## src/rtl/biriscv_issue_fwd_pkg.sv

```systemverilog
// ----------------------------------------------------------------------------
// biriscv_issue_fwd_pkg
// Shared definitions for the issue/forwarding slice: machine word and
// register-index widths, the E1/E2/WB tracking-slot layouts, and a helper
// that decides whether a source register is produced by a tracked slot.
// No ports (package).
// ----------------------------------------------------------------------------
package biriscv_issue_fwd_pkg;

    localparam int XLEN      = 32;
    localparam int REG_IDX_W = 5;

    typedef logic [XLEN-1:0]      word_t;
    typedef logic [REG_IDX_W-1:0] reg_idx_t;

    // Writer sitting in execute stage 1; its ALU result is on e1_result_i.
    typedef struct packed {
        logic     vld;
        reg_idx_t rd;
        logic     late;
    } e1_slot_t;

    // Writer in execute stage 2; late results arrive on e2_result_i.
    typedef struct packed {
        logic     vld;
        reg_idx_t rd;
        logic     late;
        word_t    value;
    } e2_slot_t;

    // Writer in write-back; value is final and drives the register file.
    typedef struct packed {
        logic     vld;
        reg_idx_t rd;
        word_t    value;
    } wb_slot_t;

    // x0 is never produced, so a zero source index never matches a slot.
    function automatic logic idx_hit(input reg_idx_t src,
                                     input logic     vld,
                                     input reg_idx_t rd);
        return vld && (src != '0) && (src == rd);
    endfunction

endpackage

```

## src/rtl/biriscv_issue_fwd_if.sv

```systemverilog
// ----------------------------------------------------------------------------
// biriscv_issue_fwd_if
// Bundles the decode-side input bus, the execute-side opcode bus, the
// pipeline control inputs (hold/flush), the execute result returns and the
// register-file write-back port of biriscv_issue_fwd.
//   slave  : view taken by biriscv_issue_fwd
//   master : view taken by the surrounding pipeline (or a testbench)
// ----------------------------------------------------------------------------
interface biriscv_issue_fwd_if;
    import biriscv_issue_fwd_pkg::*;

    logic     in_valid_i;
    word_t    in_opcode_i;
    word_t    in_pc_i;
    logic     in_invalid_i;
    reg_idx_t in_rd_idx_i;
    reg_idx_t in_ra_idx_i;
    reg_idx_t in_rb_idx_i;
    word_t    in_ra_value_i;
    word_t    in_rb_value_i;
    logic     in_late_i;
    logic     in_accept_o;

    logic     hold_i;
    logic     flush_i;
    word_t    e1_result_i;
    word_t    e2_result_i;

    logic     opcode_valid_o;
    word_t    opcode_opcode_o;
    word_t    opcode_pc_o;
    logic     opcode_invalid_o;
    reg_idx_t opcode_rd_idx_o;
    reg_idx_t opcode_ra_idx_o;
    reg_idx_t opcode_rb_idx_o;
    word_t    opcode_ra_operand_o;
    word_t    opcode_rb_operand_o;

    logic     wb_valid_o;
    reg_idx_t wb_rd_idx_o;
    word_t    wb_value_o;

    modport slave (
        input  in_valid_i, in_opcode_i, in_pc_i, in_invalid_i,
               in_rd_idx_i, in_ra_idx_i, in_rb_idx_i,
               in_ra_value_i, in_rb_value_i, in_late_i,
               hold_i, flush_i, e1_result_i, e2_result_i,
        output in_accept_o,
               opcode_valid_o, opcode_opcode_o, opcode_pc_o, opcode_invalid_o,
               opcode_rd_idx_o, opcode_ra_idx_o, opcode_rb_idx_o,
               opcode_ra_operand_o, opcode_rb_operand_o,
               wb_valid_o, wb_rd_idx_o, wb_value_o
    );

    modport master (
        output in_valid_i, in_opcode_i, in_pc_i, in_invalid_i,
               in_rd_idx_i, in_ra_idx_i, in_rb_idx_i,
               in_ra_value_i, in_rb_value_i, in_late_i,
               hold_i, flush_i, e1_result_i, e2_result_i,
        input  in_accept_o,
               opcode_valid_o, opcode_opcode_o, opcode_pc_o, opcode_invalid_o,
               opcode_rd_idx_o, opcode_ra_idx_o, opcode_rb_idx_o,
               opcode_ra_operand_o, opcode_rb_operand_o,
               wb_valid_o, wb_rd_idx_o, wb_value_o
    );

endinterface

```

## src/rtl/biriscv_fwd_mux.sv

```systemverilog
// ----------------------------------------------------------------------------
// biriscv_fwd_mux
// Operand selection and hazard detection for one source register.
//   src_idx_i   : source register index
//   rf_value_i  : register-file read data for that index
//   e1_i/e2_i/wb_i : tracking slots
//   e1_result_i / e2_result_i : live execute results
//   operand_o   : value delivered to execute
//   hazard_o    : this operand cannot be satisfied this cycle
// Build option: BIRISCV_ISSUE_BYPASS_EN selects forwarding; without it the
// operand is always the register-file value and any in-flight writer of the
// source stalls issue until it has been written back.
// ----------------------------------------------------------------------------
module biriscv_fwd_mux
    import biriscv_issue_fwd_pkg::*;
(
    input  reg_idx_t src_idx_i,
    input  word_t    rf_value_i,
    input  e1_slot_t e1_i,
    input  word_t    e1_result_i,
    input  e2_slot_t e2_i,
    input  word_t    e2_result_i,
    input  wb_slot_t wb_i,
    output word_t    operand_o,
    output logic     hazard_o
);

    logic e1_hit;
    logic e2_hit;
    logic wb_hit;

    assign e1_hit = idx_hit(src_idx_i, e1_i.vld, e1_i.rd);
    assign e2_hit = idx_hit(src_idx_i, e2_i.vld, e2_i.rd);
    assign wb_hit = idx_hit(src_idx_i, wb_i.vld, wb_i.rd);

`ifdef BIRISCV_ISSUE_BYPASS_EN
    // Only a late producer in E1 has no value anywhere yet.
    assign hazard_o = e1_hit & e1_i.late;

    // Youngest writer wins; a late E1 hit is covered by the stall.
    always_comb begin
        operand_o = rf_value_i;
        if (src_idx_i == '0)
            operand_o = '0;
        else if (e1_hit && !e1_i.late)
            operand_o = e1_result_i;
        else if (e2_hit)
            operand_o = e2_i.late ? e2_result_i : e2_i.value;
        else if (wb_hit)
            operand_o = wb_i.value;
    end
`else
    // The register file is only coherent once the writer has left WB.
    assign hazard_o  = e1_hit | e2_hit | wb_hit;
    assign operand_o = rf_value_i;

    logic unused_fwd;
    assign unused_fwd = ^{e1_i.late, e1_result_i, e2_i.late, e2_i.value,
                          e2_result_i, wb_i.value};
`endif

endmodule

```

## src/rtl/biriscv_issue_fwd.sv

```systemverilog
// ----------------------------------------------------------------------------
// biriscv_issue_fwd
// Single-issue operand-delivery stage in front of execute. Tracks in-flight
// writers through E1/E2/WB, forwards the newest value into both operands,
// stalls on unresolved hazards, and owns the register-file write port.
//   clk_i, rst_i : clock, asynchronous active-high reset
//   bus (slave)  : in_* decode bus + in_accept_o, hold_i/flush_i,
//                  e1/e2 result returns, opcode_* to execute, wb_* port
// Build option: BIRISCV_ISSUE_BYPASS_EN enables operand forwarding (see
// biriscv_fwd_mux); otherwise hazards are resolved by stalling only.
// ----------------------------------------------------------------------------
module biriscv_issue_fwd
    import biriscv_issue_fwd_pkg::*;
(
    input  logic                clk_i,
    input  logic                rst_i,
    biriscv_issue_fwd_if.slave  bus
);

    e1_slot_t e1_p1;
    e2_slot_t e2_p2;
    wb_slot_t wb_p3;

    logic  ra_hazard;
    logic  rb_hazard;
    logic  stall;
    logic  issue;
    word_t ra_operand;
    word_t rb_operand;

    biriscv_fwd_mux u_fwd_ra (
        .src_idx_i   (bus.in_ra_idx_i),
        .rf_value_i  (bus.in_ra_value_i),
        .e1_i        (e1_p1),
        .e1_result_i (bus.e1_result_i),
        .e2_i        (e2_p2),
        .e2_result_i (bus.e2_result_i),
        .wb_i        (wb_p3),
        .operand_o   (ra_operand),
        .hazard_o    (ra_hazard)
    );

    biriscv_fwd_mux u_fwd_rb (
        .src_idx_i   (bus.in_rb_idx_i),
        .rf_value_i  (bus.in_rb_value_i),
        .e1_i        (e1_p1),
        .e1_result_i (bus.e1_result_i),
        .e2_i        (e2_p2),
        .e2_result_i (bus.e2_result_i),
        .wb_i        (wb_p3),
        .operand_o   (rb_operand),
        .hazard_o    (rb_hazard)
    );

    assign stall = ra_hazard | rb_hazard;
    assign issue = ~rst_i & bus.in_valid_i & ~bus.hold_i & ~bus.flush_i & ~stall;

    // A flush consumes the instruction even when it would have stalled.
    assign bus.in_accept_o = ~rst_i & bus.in_valid_i & ~bus.hold_i &
                             (bus.flush_i | ~stall);

    assign bus.opcode_valid_o      = issue;
    assign bus.opcode_opcode_o     = bus.in_opcode_i;
    assign bus.opcode_pc_o         = bus.in_pc_i;
    assign bus.opcode_invalid_o    = bus.in_invalid_i;
    assign bus.opcode_rd_idx_o     = bus.in_rd_idx_i;
    assign bus.opcode_ra_idx_o     = bus.in_ra_idx_i;
    assign bus.opcode_rb_idx_o     = bus.in_rb_idx_i;
    assign bus.opcode_ra_operand_o = ra_operand;
    assign bus.opcode_rb_operand_o = rb_operand;

    // A frozen WB slot must not be written twice.
    assign bus.wb_valid_o  = wb_p3.vld & ~bus.hold_i;
    assign bus.wb_rd_idx_o = wb_p3.rd;
    assign bus.wb_value_o  = wb_p3.value;

    always_ff @(posedge clk_i or posedge rst_i) begin
        if (rst_i) begin
            e1_p1 <= '0;
            e2_p2 <= '0;
            wb_p3 <= '0;
        end else if (!bus.hold_i) begin
            // issue -> E1
            e1_p1.vld   <= issue & (bus.in_rd_idx_i != '0);
            e1_p1.rd    <= bus.in_rd_idx_i;
            e1_p1.late  <= bus.in_late_i;
            // E1 -> E2
            e2_p2.vld   <= e1_p1.vld;
            e2_p2.rd    <= e1_p1.rd;
            e2_p2.late  <= e1_p1.late;
            e2_p2.value <= bus.e1_result_i;
            // E2 -> WB
            wb_p3.vld   <= e2_p2.vld;
            wb_p3.rd    <= e2_p2.rd;
            wb_p3.value <= e2_p2.late ? bus.e2_result_i : e2_p2.value;
        end
    end

endmodule

```

## src/flat_wrapper.sv

```systemverilog
// flat-port wrapper written by rule: the top's interface ports become plain ports
module biriscv_issue_fwd_flat import biriscv_issue_fwd_pkg::*;
  (clk_i, rst_i, bus_in_valid_i, bus_in_opcode_i, bus_in_pc_i, bus_in_invalid_i, bus_in_rd_idx_i, bus_in_ra_idx_i, bus_in_rb_idx_i, bus_in_ra_value_i, bus_in_rb_value_i, bus_in_late_i, bus_hold_i, bus_flush_i, bus_e1_result_i, bus_e2_result_i, bus_in_accept_o, bus_opcode_valid_o, bus_opcode_opcode_o, bus_opcode_pc_o, bus_opcode_invalid_o, bus_opcode_rd_idx_o, bus_opcode_ra_idx_o, bus_opcode_rb_idx_o, bus_opcode_ra_operand_o, bus_opcode_rb_operand_o, bus_wb_valid_o, bus_wb_rd_idx_o, bus_wb_value_o);
  biriscv_issue_fwd_if bus_i ();
  input  logic clk_i;
  input  logic rst_i;
  input wire logic [$bits(bus_i.in_valid_i)-1:0] bus_in_valid_i;
  input wire logic [$bits(bus_i.in_opcode_i)-1:0] bus_in_opcode_i;
  input wire logic [$bits(bus_i.in_pc_i)-1:0] bus_in_pc_i;
  input wire logic [$bits(bus_i.in_invalid_i)-1:0] bus_in_invalid_i;
  input wire logic [$bits(bus_i.in_rd_idx_i)-1:0] bus_in_rd_idx_i;
  input wire logic [$bits(bus_i.in_ra_idx_i)-1:0] bus_in_ra_idx_i;
  input wire logic [$bits(bus_i.in_rb_idx_i)-1:0] bus_in_rb_idx_i;
  input wire logic [$bits(bus_i.in_ra_value_i)-1:0] bus_in_ra_value_i;
  input wire logic [$bits(bus_i.in_rb_value_i)-1:0] bus_in_rb_value_i;
  input wire logic [$bits(bus_i.in_late_i)-1:0] bus_in_late_i;
  input wire logic [$bits(bus_i.hold_i)-1:0] bus_hold_i;
  input wire logic [$bits(bus_i.flush_i)-1:0] bus_flush_i;
  input wire logic [$bits(bus_i.e1_result_i)-1:0] bus_e1_result_i;
  input wire logic [$bits(bus_i.e2_result_i)-1:0] bus_e2_result_i;
  output wire logic [$bits(bus_i.in_accept_o)-1:0] bus_in_accept_o;
  output wire logic [$bits(bus_i.opcode_valid_o)-1:0] bus_opcode_valid_o;
  output wire logic [$bits(bus_i.opcode_opcode_o)-1:0] bus_opcode_opcode_o;
  output wire logic [$bits(bus_i.opcode_pc_o)-1:0] bus_opcode_pc_o;
  output wire logic [$bits(bus_i.opcode_invalid_o)-1:0] bus_opcode_invalid_o;
  output wire logic [$bits(bus_i.opcode_rd_idx_o)-1:0] bus_opcode_rd_idx_o;
  output wire logic [$bits(bus_i.opcode_ra_idx_o)-1:0] bus_opcode_ra_idx_o;
  output wire logic [$bits(bus_i.opcode_rb_idx_o)-1:0] bus_opcode_rb_idx_o;
  output wire logic [$bits(bus_i.opcode_ra_operand_o)-1:0] bus_opcode_ra_operand_o;
  output wire logic [$bits(bus_i.opcode_rb_operand_o)-1:0] bus_opcode_rb_operand_o;
  output wire logic [$bits(bus_i.wb_valid_o)-1:0] bus_wb_valid_o;
  output wire logic [$bits(bus_i.wb_rd_idx_o)-1:0] bus_wb_rd_idx_o;
  output wire logic [$bits(bus_i.wb_value_o)-1:0] bus_wb_value_o;
  assign bus_i.in_valid_i = bus_in_valid_i;
  assign bus_i.in_opcode_i = bus_in_opcode_i;
  assign bus_i.in_pc_i = bus_in_pc_i;
  assign bus_i.in_invalid_i = bus_in_invalid_i;
  assign bus_i.in_rd_idx_i = bus_in_rd_idx_i;
  assign bus_i.in_ra_idx_i = bus_in_ra_idx_i;
  assign bus_i.in_rb_idx_i = bus_in_rb_idx_i;
  assign bus_i.in_ra_value_i = bus_in_ra_value_i;
  assign bus_i.in_rb_value_i = bus_in_rb_value_i;
  assign bus_i.in_late_i = bus_in_late_i;
  assign bus_i.hold_i = bus_hold_i;
  assign bus_i.flush_i = bus_flush_i;
  assign bus_i.e1_result_i = bus_e1_result_i;
  assign bus_i.e2_result_i = bus_e2_result_i;
  assign bus_in_accept_o = bus_i.in_accept_o;
  assign bus_opcode_valid_o = bus_i.opcode_valid_o;
  assign bus_opcode_opcode_o = bus_i.opcode_opcode_o;
  assign bus_opcode_pc_o = bus_i.opcode_pc_o;
  assign bus_opcode_invalid_o = bus_i.opcode_invalid_o;
  assign bus_opcode_rd_idx_o = bus_i.opcode_rd_idx_o;
  assign bus_opcode_ra_idx_o = bus_i.opcode_ra_idx_o;
  assign bus_opcode_rb_idx_o = bus_i.opcode_rb_idx_o;
  assign bus_opcode_ra_operand_o = bus_i.opcode_ra_operand_o;
  assign bus_opcode_rb_operand_o = bus_i.opcode_rb_operand_o;
  assign bus_wb_valid_o = bus_i.wb_valid_o;
  assign bus_wb_rd_idx_o = bus_i.wb_rd_idx_o;
  assign bus_wb_value_o = bus_i.wb_value_o;
  biriscv_issue_fwd u_core (.clk_i(clk_i), .rst_i(rst_i), .bus(bus_i));
endmodule
```

## config.mk

```make
export PLATFORM = sky130hd
export DESIGN_NAME = biriscv_issue_fwd_flat
export DESIGN_NICKNAME = d
export VERILOG_FILES = /design/src/rtl/biriscv_issue_fwd_pkg.sv /design/src/rtl/biriscv_issue_fwd_if.sv /design/src/rtl/biriscv_fwd_mux.sv /design/src/rtl/biriscv_issue_fwd.sv /design/src/flat_wrapper.sv
export SDC_FILE = /design/constraint.sdc
export NUM_CORES = 1
export LEC_CHECK = 0
export BUFFER_PORTS_ARGS = -buffer_cell sky130_fd_sc_hd__buf_2
export CAP_MARGIN = 20
export CORE_AREA = 2 2 157 159
export CTS_BUF_LIST = sky130_fd_sc_hd__clkbuf_8
export CTS_CLUSTER_SIZE = 30
export DETAILED_ROUTE_END_ITERATION = 8
export DIE_AREA = 0 0 159 161
export GPL_TIMING_DRIVEN = 0
export MAX_ROUTING_LAYER = met4
export PLACE_DENSITY = 0.55
export SLEW_MARGIN = 20
export SYNTH_ARGS = -nofsm -noshare
export SYNTH_HDL_FRONTEND = slang
export SYNTH_HIERARCHICAL = 1
export SYNTH_SLANG_ARGS = --single-unit
```

## constraint.sdc

```tcl
create_clock -name clk_i -period 4.1 [get_ports clk_i]
set_input_delay 0.82 -clock clk_i [delete_from_list [all_inputs] [get_ports clk_i]]
set_output_delay 0.82 -clock clk_i [all_outputs]
set_load 0.05 [all_outputs]
```

Word-level counts from Yosys, hierarchy flattened

Cells that the tools add are included.

Equality and inequality tests: 6
Bitwise gates (word level): 17
Reduce and logical (&&, ||, !) cells: 15
Mux-type cells: 1

Operators by type and width:

| cell               | count |
|---|---|
| 2-to-1 mux 32 bit  | 1 |
| == test 5 bit      | 6 |
| nonzero test 5 bit | 3 |
| logical AND 1 bit  | 12 |
| AND 1 bit          | 7 |
| bitwise OR 1 bit   | 6 |
| NOT 1 bit          | 4 |

Output and inout bits: 184
Bits of input ports: 214
Logic and storage cells: 49
Bits in registers: 84

Longest topological paths before layout

Word-level depth: 9
Depth in mapped cells: 7
Mapped depth without buffers: 7

Modules after synthesis

Netlist, hierarchy kept.

Modules (own cells, without submodules):

| module            | times used | cells an instance | area each (um^2) | seq. area each (um^2) |
|---|---|---|---|---|
| biriscv_issue_fwd | 1          | 376               | 4315.4           | 2102.0 |
| biriscv_fwd_mux   | 2          | 56                | 439.2            | 0.0 |

Worst setup path after synthesis

Ideal clock, no wire load.

Path kind: input -> output
Start: input port bus_in_rb_idx_i[1]
End: output port bus_in_accept_o
Cell stages on the path: 6
Required time: 3280 ps
Slack: 993 ps
Arrival: 2287 ps
Path buffers: 0
Cells stage by stage: or4_1 -> nor2_1 -> a21oi_1 -> nor2_1 -> nor2_1 -> nor2_1

Cells in the longest elaborated chain, start to end: 9
Elaborated cells between the ends (all ways): 16
Those cells by class: eq/ne: 3; bitwise: 6; reduce/logical: 7

RTL lines:

| element                        | RTL line                    | text |
|---|---|---|
| start: declaration             | flat_wrapper.sv:13          | `input wire logic [$bits(bus_i.in_rb_idx_i)-1:0] bus_in_rb_idx_i;` |
| nonzero test 5 bit             | biriscv_issue_fwd_pkg.sv:42 | `return vld && (src != '0) && (src == rd);` |
| logical AND 1 bit (2 in a row) | biriscv_issue_fwd_pkg.sv:42 |  |
| bitwise OR 1 bit               | biriscv_fwd_mux.sv:54       | `assign hazard_o = e1_hit \| e2_hit \| wb_hit;` |
| bitwise OR 1 bit (*)           | biriscv_fwd_mux.sv:54       |  |
| net u_core.rb_hazard           | biriscv_issue_fwd.sv:25     | `logic rb_hazard;` |
| bitwise OR 1 bit (*)           | biriscv_issue_fwd.sv:55     | `assign stall = ra_hazard \| rb_hazard;` |
| NOT 1 bit (*)                  | biriscv_issue_fwd.sv:60     | `(bus.flush_i \| ~stall);` |
| bitwise OR 1 bit (*)           | biriscv_issue_fwd.sv:60     |  |
| AND 1 bit (*)                  | biriscv_issue_fwd.sv:59     | `assign bus.in_accept_o = ~rst_i & bus.in_valid_i & ~bus.hold_i &` |
| end: declaration               | flat_wrapper.sv:21          | `output wire logic [$bits(bus_i.in_accept_o)-1:0] bus_in_accept_o;` |

The timed path passes the listed nets; every way through them passes the cells marked *.

Worst setup path after layout

Start: input port bus_in_rb_idx_i[1]
End: output port bus_opcode_valid_o

Cells in the longest elaborated chain, start to end: 8
Elaborated cells between the ends (all ways): 15
Those cells by class: eq/ne: 3; bitwise: 5; reduce/logical: 7

RTL lines:

| element                        | RTL line                    | text |
|---|---|---|
| nonzero test 5 bit             | biriscv_issue_fwd_pkg.sv:42 |  |
| logical AND 1 bit (2 in a row) | biriscv_issue_fwd_pkg.sv:42 |  |
| bitwise OR 1 bit               | biriscv_fwd_mux.sv:54       |  |
| bitwise OR 1 bit (*)           | biriscv_fwd_mux.sv:54       |  |
| net u_core.rb_hazard           | biriscv_issue_fwd.sv:25     |  |
| bitwise OR 1 bit (*)           | biriscv_issue_fwd.sv:55     |  |
| NOT 1 bit (*)                  | biriscv_issue_fwd.sv:56     | `assign issue = ~rst_i & bus.in_valid_i & ~bus.hold_i & ~bus.flush_i & ~stall;` |
| AND 1 bit (*)                  | biriscv_issue_fwd.sv:56     |  |
| end: declaration               | flat_wrapper.sv:22          | `output wire logic [$bits(bus_i.opcode_valid_o)-1:0] bus_opcode_valid_o;` |

Marked as above.

==> reports/qor.yml <==
status:
  status: "finished, final reports clean"
critical_path:
  worstPathRequired_ps: 3280
  cp-end-kind: "primary output"
  r2r_slack_ps: 2350
  worstRegToRegCells: 6
  worst_ep_arrival_time_ps: 2330
  cp-start-kind: "primary input"
  r2r-start: "u_core/e2_p2[33]"
  path_max_fanout: 5
  worstReg2RegEnd: "u_core/e1_p1[6]"
  critPathKind: "in2out"
logic_synthesis:
  yosys_warnings: 6
  synthDistinctLibCells: 25
  seq_area_frac_synth_pct: 40.5
  synth.cell_area_um2: 5190
  avgSynthCellArea_um2: 10.6
  syn_inst: 488
  syn-num-nets: 702
  ys_seq_elements: 84
sta:
  tightest_slew_ps: 614
  setup_tns_ps: 0
  slew-limit-headroom_pct: 59.1
  finalCritPeriodShare_pct: 76.9
  rsz0062_at_grt: "no"
  setup_ws_ps: 948
  hold_viol: 0
  period_minus_slack_ps: 3150
  max_clock_freq_ghz: 0.317
  drv_slew: 0
  fin_skew_ps: 10.1
  holdWs_ps: 402
  finalSetupViolations: 0
clocking:
  root_buffer: "clkbuf_8"
  postCtsSetupRepairBufs: 0
  cts_made_buffers: 9
  ctsResizeCount: 0
  htreeDepth: 3
  insertion_delay_ps: 370
  cts_max_path_buffers: 2
  path_clk_slew_ps: 100
  clock-sinks: 84
  cts_tree: "done"
  postCtsHoldBufs: 0
floorplanning:
  dieHeight_um: 161
  dieArea_um2: 25600
  dieWidth_um: 159
  core_area_um2: 24000
  pin_count: 398
  fp-row-count: 57
  initial_core_util_pct: 21.7
power:
  p_leak_nw: 3.78
  p_sw_share_pct: 40.8
  combPwrFrac_pct: 40.5
  p_per_area_nw_per_um2: 396
  power_frac_seq_pct: 35.5
  p_int_w: 0.00169
  power_switching_w: 0.00116
  clkPwrFrac_pct: 24.0
  peakVddDrop_uv: 165
  total_power_w: 0.00285
placement:
  place_congestion: 0.816
  pre_cts_ws_ps: 915
  dp_hpwl_um: 15700
  dp.cells: 1080
  portBuffers: 267
job:
  maxCapViolations: 0
drt:
  routed_wl_um: 19200
  drt-pass1-iter-count: 4
  drc: 0
  ant_nets: 0
  num_vias: 4152
  drtIter0Drc: 87
  viasPerCell: 3.78
  wire_per_inst_um: 17.5
global_route:
  grt_pass1_wl_um: 27300
  antenna_found_initial: 3
  overflow: 0
  track_usage_pct: 14.9
  grt_pass1_vias: 4241
  grt_max_degree: 62
final_layout:
  nets: 981
  areaGrowthSynthToFinish_pct: 38.5
  drive_above_1_share_pct: 69.0
  layoutNonFillerInstCount: 1099
hold_path:
  min_path_type: "in2async"
routing by layer:
metal | part of all wire (%) | global-route usage, %
met2 | 51 | 25.6
met4 | 2.4 | 4.63
met1 | 39 | 16.5
met3 | 7.8 | 4.88
met5 | 0 | -
critical path: stages:
cell     delay (ps)
buf_2           140
or4_1           520
nor2_1          100
a21oi_1          80
nor4_4          350
buf_2           320
state kept, by name (all words and copies together) (netlist names):
register	cells
u_core/e2_p2	39
u_core/bus.wb_value_o	32
u_core/e1_p1	7
u_core/bus.wb_rd_idx_o	5
u_core/wb_p3	1
logic make-up (layout without fill, tap and decap cells):
family / Yosys count / after routing / synth area share (%)
buf+inv: 199 / 483 / 27.9
flops: 84 / 84 / 40.5
simple gates: 55 / 55 / 5.59
compound gates: 37 / 37 / 3.78
mux: 83 / 83 / 17.2
other cells: 0 / 3 / 0
xor+xnor: 30 / 30 / 5.06
Yosys cell counts:
library cell	n	share of area (%)
mux2_2	51	11
and2_0	2	0.24
or3b_4	1	0.22
a21oi_1	2	0.19
buf_6	1	0.22
nor4_2	4	0.96
xor2_1	24	4.0
nor2b_1	1	0.12
buf_2	11	1.1
o21ai_0	32	3.1
nor3_1	1	0.096
clkbuf_1	5	0.36
a22o_1	1	0.17
buf_4	181	26
or4_1	2	0.29
dfrtp_1	84	40
nand2_1	33	2.4
nor2_1	6	0.43
nor4_4	1	0.41
inv_1	1	0.072
mux2i_1	32	6.2
nor4_1	2	0.24
xnor2_1	6	1.0
a32oi_1	2	0.34
nand3_1	2	0.19
placed cells by master, fill, tap and decap left out, drive strengths merged:
cell type / netlist / layout
a21oi: 2 / 2
nor2: 6 / 6
a22o: 1 / 1
or4: 2 / 2
nor2b: 1 / 1
and2: 2 / 2
xor2: 24 / 24
mux2: 51 / 51
buf: 193 / 461
clkinvlp: 0 / 1
mux2i: 32 / 32
nor3: 1 / 1
or3b: 1 / 1
nand2: 33 / 33
nand3: 2 / 2
bufinv: 0 / 2
inv: 1 / 4
clkbuf: 5 / 14
o21ai: 32 / 32
clkinv: 0 / 1
xnor2: 6 / 6
nor4: 7 / 7
dfrtp: 84 / 84
diode: 0 / 3
a32oi: 2 / 2
layout make-up:
cell class                 instances  area, µm²
buffer                           198       1440
tap                              324        405
sequential                        84       2100
clock inverter                     7       92.6
antenna                            3       7.51
fill                            2565      16800
multi-input combinational        205       1640
timing repair buffer             268       1360
inverter                           1       8.76
clock buffer                       9        124
power by group through the flow:
| stage | Sequential, W | Clock, W | Combinational (W) |
|---|---|---|---|
| floorplan | 0.00100 | 0 | 0.000913 |
| global placement | 0.00102 | 0 | 0.00116 |
| detailed placement | 0.00103 | 0 | 0.00117 |
| CTS | 0.00101 | 0.000712 | 0.00117 |
| global route | 0.00103 | 0.000746 | 0.00122 |
| finish | 0.00101 | 0.000683 | 0.00115 |
how the worst max path moves through the flow:
stage                                     to          startpoint  slack (ps)  depth (start not counted)
after floorplan              bus_in_accept_o  bus_in_rb_idx_i[1]         990                          6
after global placement       u_core/e2_p2[8]               rst_i        -380                          2
after detailed placement  bus_opcode_valid_o  bus_in_rb_idx_i[4]         920                          6
after CTS                 bus_opcode_valid_o  bus_in_rb_idx_i[4]         910                          6
after global routing      bus_opcode_valid_o  bus_in_rb_idx_i[1]         840                          6
final                     bus_opcode_valid_o  bus_in_rb_idx_i[1]         950                          6
metrics by stage:
stage	utilization, %	instance area, µm²
floorplan	-	5190
global placement	28.9	6940
global route	30.0	7190
detailed placement	29.1	6970
CTS	30.0	7180
finish	30.0	7190
(Power assumes the default switching activity.)
